**src/rtl/databus_gate_sequencer.sv**
```systemverilog
// Moore sequencer for the SLC-3 data bus: walks fetch, decode and load/store
// memory cycles, driving one-hot bus gates plus the matching load strobes.
module databus_gate_sequencer #(
  parameter int unsigned MEM_WAIT = 2
) (
  input  logic        Clk,
  input  logic        Reset,
  input  logic        Run,
  input  logic [1:0]  Mem_Op,
  output logic        GatePC,
  output logic        GateMARMUX,
  output logic        GateMDR,
  output logic        GateALU,
  output logic        LD_MAR,
  output logic        LD_MDR,
  output logic        LD_IR,
  output logic        LD_PC,
  output logic        LD_REG,
  output logic        MIO_EN,
  output logic        Mem_OE,
  output logic        Mem_WE,
  output logic        Busy,
  output logic [15:0] Fetch_Count
);

  localparam logic [3:0] HALTED = 4'd0;
  localparam logic [3:0] F_MAR  = 4'd1;
  localparam logic [3:0] F_WAIT = 4'd2;
  localparam logic [3:0] F_MDR  = 4'd3;
  localparam logic [3:0] F_IR   = 4'd4;
  localparam logic [3:0] DECODE = 4'd5;
  localparam logic [3:0] EXEC   = 4'd6;
  localparam logic [3:0] L_MAR  = 4'd7;
  localparam logic [3:0] L_WAIT = 4'd8;
  localparam logic [3:0] L_MDR  = 4'd9;
  localparam logic [3:0] L_REG  = 4'd10;
  localparam logic [3:0] S_MAR  = 4'd11;
  localparam logic [3:0] S_MDR  = 4'd12;
  localparam logic [3:0] S_WAIT = 4'd13;

  localparam logic [2:0] WaitInit = 3'(MEM_WAIT - 1);

  logic [3:0]  state;
  logic [3:0]  stateNext;
  logic [2:0]  waitCnt;
  logic [2:0]  waitNext;
  logic [3:0]  endTarget;

  always_ff @(posedge Clk or posedge Reset) begin
    if (Reset) begin
      state       <= HALTED;
      waitCnt     <= 3'd0;
      Fetch_Count <= 16'd0;
    end else begin
      state   <= stateNext;
      waitCnt <= waitNext;
      if (state == F_IR) begin
        Fetch_Count <= Fetch_Count + 16'd1;
      end
    end
  end

  // Where every instruction goes once it finishes: keep fetching only while Run holds.
  assign endTarget = Run ? F_MAR : HALTED;

  always_comb begin
    stateNext = state;
    waitNext  = waitCnt;
    case (state)
      HALTED: if (Run) stateNext = F_MAR;
      F_MAR: begin
        stateNext = F_WAIT;
        waitNext  = WaitInit;
      end
      F_WAIT: begin
        if (waitCnt == 3'd0) stateNext = F_MDR;
        else                 waitNext  = waitCnt - 3'd1;
      end
      F_MDR:  stateNext = F_IR;
      F_IR:   stateNext = DECODE;
      DECODE: begin
        case (Mem_Op)
          2'b01:   stateNext = L_MAR;
          2'b10:   stateNext = S_MAR;
          default: stateNext = EXEC;
        endcase
      end
      EXEC:   stateNext = endTarget;
      L_MAR: begin
        stateNext = L_WAIT;
        waitNext  = WaitInit;
      end
      L_WAIT: begin
        if (waitCnt == 3'd0) stateNext = L_MDR;
        else                 waitNext  = waitCnt - 3'd1;
      end
      L_MDR:  stateNext = L_REG;
      L_REG:  stateNext = endTarget;
      S_MAR:  stateNext = S_MDR;
      S_MDR: begin
        stateNext = S_WAIT;
        waitNext  = WaitInit;
      end
      S_WAIT: begin
        if (waitCnt == 3'd0) stateNext = endTarget;
        else                 waitNext  = waitCnt - 3'd1;
      end
      default: stateNext = HALTED;
    endcase
  end

  // Outputs depend on state alone, so an async reset clears them without a clock edge.
  always_comb begin
    GatePC     = 1'b0;
    GateMARMUX = 1'b0;
    GateMDR    = 1'b0;
    GateALU    = 1'b0;
    LD_MAR     = 1'b0;
    LD_MDR     = 1'b0;
    LD_IR      = 1'b0;
    LD_PC      = 1'b0;
    LD_REG     = 1'b0;
    MIO_EN     = 1'b0;
    Mem_OE     = 1'b0;
    Mem_WE     = 1'b0;
    case (state)
      F_MAR: begin
        GatePC = 1'b1;
        LD_MAR = 1'b1;
        LD_PC  = 1'b1;
      end
      F_WAIT, L_WAIT: begin
        MIO_EN = 1'b1;
        Mem_OE = 1'b1;
      end
      F_MDR, L_MDR: begin
        MIO_EN = 1'b1;
        Mem_OE = 1'b1;
        LD_MDR = 1'b1;
      end
      F_IR: begin
        GateMDR = 1'b1;
        LD_IR   = 1'b1;
      end
      EXEC: begin
        GateALU = 1'b1;
        LD_REG  = 1'b1;
      end
      L_MAR, S_MAR: begin
        GateMARMUX = 1'b1;
        LD_MAR     = 1'b1;
      end
      L_REG: begin
        GateMDR = 1'b1;
        LD_REG  = 1'b1;
      end
      S_MDR: begin
        GateALU = 1'b1;
        LD_MDR  = 1'b1;
      end
      S_WAIT: Mem_WE = 1'b1;
      default: ;
    endcase
  end

  assign Busy = (state != HALTED);

endmodule

```
**config.mk**
```make
export PLATFORM = sky130hd
export DESIGN_NAME = databus_gate_sequencer
export DESIGN_NICKNAME = d
export VERILOG_FILES = /design/src/rtl/databus_gate_sequencer.sv
export SDC_FILE = /design/constraint.sdc
export NUM_CORES = 1
export LEC_CHECK = 0
export CAP_MARGIN = 25
export CELL_PAD_IN_SITES_DETAIL_PLACEMENT = 1
export CELL_PAD_IN_SITES_GLOBAL_PLACEMENT = 1
export CORE_MARGIN = 2
export CORE_UTILIZATION = 39
export CTS_CLUSTER_SIZE = 24
export DETAILED_ROUTE_END_ITERATION = 12
export GPL_ROUTABILITY_DRIVEN = 0
export GPL_TIMING_DRIVEN = 0
export PLACE_DENSITY = 0.87
export SYNTH_ARGS = -nofsm -noshare
export SYNTH_HDL_FRONTEND = slang
export SYNTH_SLANG_ARGS = --single-unit
```
**constraint.sdc**
```tcl
create_clock -name Clk -period 3.9 [get_ports Clk]
set_clock_uncertainty 0.15 [all_clocks]
set_input_delay 0.39 -clock Clk [delete_from_list [all_inputs] [get_ports Clk]]
set_output_delay 0.39 -clock Clk [all_outputs]
set_load 0.05 [all_outputs]
```
==> metrics.txt <==
status finished, final reports clean; HPWL after detailed placement around 2.7 mm; vias in the first global route between 1k and 1.5k; DR vias 1,180; starting DRC count in detailed routing 32; Num CTS Buffers 3; P_int roughly 0.63 mW; Critical Path Source Type flip-flop; Final Hold Vio Count 0; WP data required approximately 3.4 ns; I/O pin count 34; Comb pwr share roughly two thirds; Yosys reg bits 23; TritonCTS clock tree built; Mapped Area ~0.0014 sq mm; post-CTS setup buffers 0; Die X approximately 63 microns; nets about 200; Worst-Margin Slew a little under 0.9 ns; Seq pwr share between 20 and 30%; Port Buffers 33; clock period minus worst slack about 3.3 ns; CP Buf/Inv Count 3; hold path start Fetch_Count[15]; Leak ~0.77 nW; height of the die approximately 63 microns; CTS-repair resized insts 0; gr ovfl total 0; Storage cell area between 500 and 600 sq um; WP data arrival around 2.7 ns; Net Switching about 0.71 mW; largest net degree at the start of global routing 24; post-synthesis sequential area ratio between 40% and 50%; Clk pwr share 8.7%; Synth Instances 150; Synth area leader dfrtp_1; unrepaired setup endpoints after global routing false; max-cap viol count 0; layout cells sized above 1 under 10%; final hold slack approximately 0.34 ns; residual DRC count 0; yosys warns 0; number of flops mapped to enable cells by yosys 0; vias per std cell 5.06; hold buffer count at cts 0; crit path max fanout 10; antenna-violating nets left 0; Slowest cell on crit path clkdlybuf4s50_1; worst vdd ir around 0.26 mV; first-pass GRT wire length a little under 6 mm; HP Class reg -> reg; R2R Setup Slk around 1.5 ns; Post-Syn Area per Cell between 9 and 10 sq um; Antenna diodes 0; Routed WL about 3.5 mm; final setup vio count 0; WL/cell around 15 microns; Area contributors post-synth dfrtp_1 42%, xnor2_1 8.3%, nand2_1 5.5%, ha_1 4.6%, xor2_1 3.8%; asr flop ratio synth 100%; Syn-to-layout area delta 30.3%; ys flop type dfrtp_1; hold endpoint Fetch_Count[15]; Slew Viols, Final 0; Initial Util approximately 40%; Reg2Reg Depth 6; Worst R2R End Fetch_Count[13]; worst path cell trace buf_1 -> inv_1 -> or3_1 -> a21oi_1 -> clkdlybuf4s50_1; CP endpoint kind output port; Core Area between 0.003 and 0.004 sq mm; fillers approximately 420; clk slew on worst S/H paths roughly 0.14 ns; CP peak stage delay between 0.8 and 0.9 ns; Hold Path Depth 1; Initial DRT Pass Iterations 4; clk_lat worst skew 0.32 ns; Clock Path Buffers 2; worst r2r src state[3]; Total Negative Setup Slacks 0 ns; fmax a little over 0.3 GHz; syn nets 160; Pwr per Cell Area approximately 750 mW/mm^2; # rows 21; sw frac ~53%; total number of H-tree levels 1; Synth top area share 42.0%; Crit path max-delay family buffers and inverters; GRT Total Usage approximately a fifth; clk root buf clkbuf_4; period utilization 83.9%; Slew HR between 40% and 50%; die area approximately 0.0040 sq mm; Unique masters post-synth 38; crit path kind reg -> out; # clock sinks 23; initial antenna violation count 0; multi-input logic area slightly above 700 sq um
[layer usage]
| layer | vias to the layer above | routed length (microns) | global-route usage (%) |
|---|---|---|---|
| li1 | 573 | - | - |
| met1 | 584 | 1540 | 22.0 |
| met2 | 19 | 1900 | 35.4 |
| met3 | 4 | 71 | 2.14 |
| met4 | 0 | 36 | 6.25 |
| met5 | - | 0 | 0 |
[kinds of logic (layout without fill, tap and decap cells)]
| family | after synthesis | count (layout) | share of synthesized area (%) |
|---|---|---|---|
| muxes | 3 | 3 | 2.29 |
| and+or+nand+nor | 62 | 62 | 23.1 |
| adders and majority gates | 5 | 5 | 4.57 |
| DFF | 23 | 23 | 42.0 |
| AOI/OAI and AO/OA | 19 | 19 | 9.42 |
| xor gates and xnor gates | 19 | 19 | 12.2 |
| buffers and inverters | 19 | 56 | 6.40 |
[per-stage QoR]
stage / util (%) / cell area (sq um) / instances / setup WS (ns) / power, mW
4_1_cts: 53.1 / 1780 / 233 / 0.644 / 1.34
3_5_place_dp: 52.2 / 1760 / 229 / 1.02 / 1.22
3_3_place_gp: 52.2 / 1760 / 229 / 1.09 / 1.19
2_1_floorplan: - / 1370 / 150 / 1.27 / 0.959
6_report: 53.1 / 1780 / 233 / 0.628 / 1.33
5_1_grt: 53.1 / 1780 / 233 / 0.449 / 1.42
[power groups by stage]
stage	logic [mW]	clock network, mW	registers (mW)
6_report	0.877	0.116	0.342
5_1_grt	0.935	0.132	0.352
4_1_cts	0.881	0.120	0.341
3_5_place_dp	0.875	0	0.344
3_3_place_gp	0.847	0	0.339
2_1_floorplan	0.566	0	0.393
[Yosys cell counts (2+ instances only)]
master / number
dfrtp_1: 23
nand2_1: 20
nor2_1: 13
xnor2_1: 13
inv_1: 9
nand3_1: 9
xor2_1: 6
clkbuf_1: 5
ha_1: 5
a21oi_1: 4
o21ai_0: 4
nand2b_1: 3
a21o_1: 2
buf_4: 2
mux2i_1: 2
nand4_1: 2
nor2b_1: 2
nor3_1: 2
o22ai_1: 2
o2bb2ai_1: 2
or2_2: 2
or3_1: 2
[layout make-up]
type / instances / area share (%)
plain buffers: 10 / 3.02
repair buffers: 33 / 18.5
clock inverters: 1 / 0.281
inverters: 9 / 1.89
clock buffers: 3 / 1.26
flip-flops and latches: 23 / 32.3
multi-input cells: 108 / 39.6
well taps: 46 / 3.23
[how the worst max path moves through the flow]
| stage | startpoint | end | slack [ns] | cells past startpoint |
|---|---|---|---|---|
| after floorplan | state[2] | LD_MDR | 1.27 | 4 |
| after global placement | state[3] | GateMDR | 1.09 | 5 |
| after detailed placement | state[3] | GateMDR | 1.02 | 5 |
| after CTS | state[3] | GateMDR | 0.64 | 5 |
| after global routing | state[3] | GateMDR | 0.45 | 5 |
| final | state[3] | GateMDR | 0.63 | 5 |
[layout by cell type (no fill, tap or decap), types with 2 or more instances in the layout]
| cell | netlist | final |
|---|---|---|
| nand2b_1 | 3 | 3 |
| xnor2_1 | 13 | 13 |
| or2_2 | 2 | 2 |
| o21ai_0 | 4 | 4 |
| a21o_1 | 2 | 2 |
| nand3_1 | 9 | 9 |
| nand4_1 | 2 | 2 |
| a21oi_1 | 4 | 4 |
| o2bb2ai_1 | 2 | 2 |
| buf_4 | 2 | 2 |
| nand2_1 | 20 | 20 |
| nor2b_1 | 2 | 2 |
| mux2i_1 | 2 | 2 |
| xor2_1 | 6 | 6 |
| o22ai_1 | 2 | 2 |
| clkbuf_1 | 5 | 5 |
| nor3_1 | 2 | 2 |
| or3_1 | 2 | 2 |
| inv_1 | 9 | 9 |
| clkdlybuf4s50_1 | 0 | 33 |
| clkbuf_4 | 0 | 3 |
| dfrtp_1 | 23 | 23 |
| ha_1 | 5 | 5 |
| nor2_1 | 13 | 13 |
[sequential cells by signal, indices dropped and copies added (netlist names)]
name / cells
state: 4
Fetch_Count: 16
waitCnt: 3
Note: power is estimated with default switching activity, not from simulation.
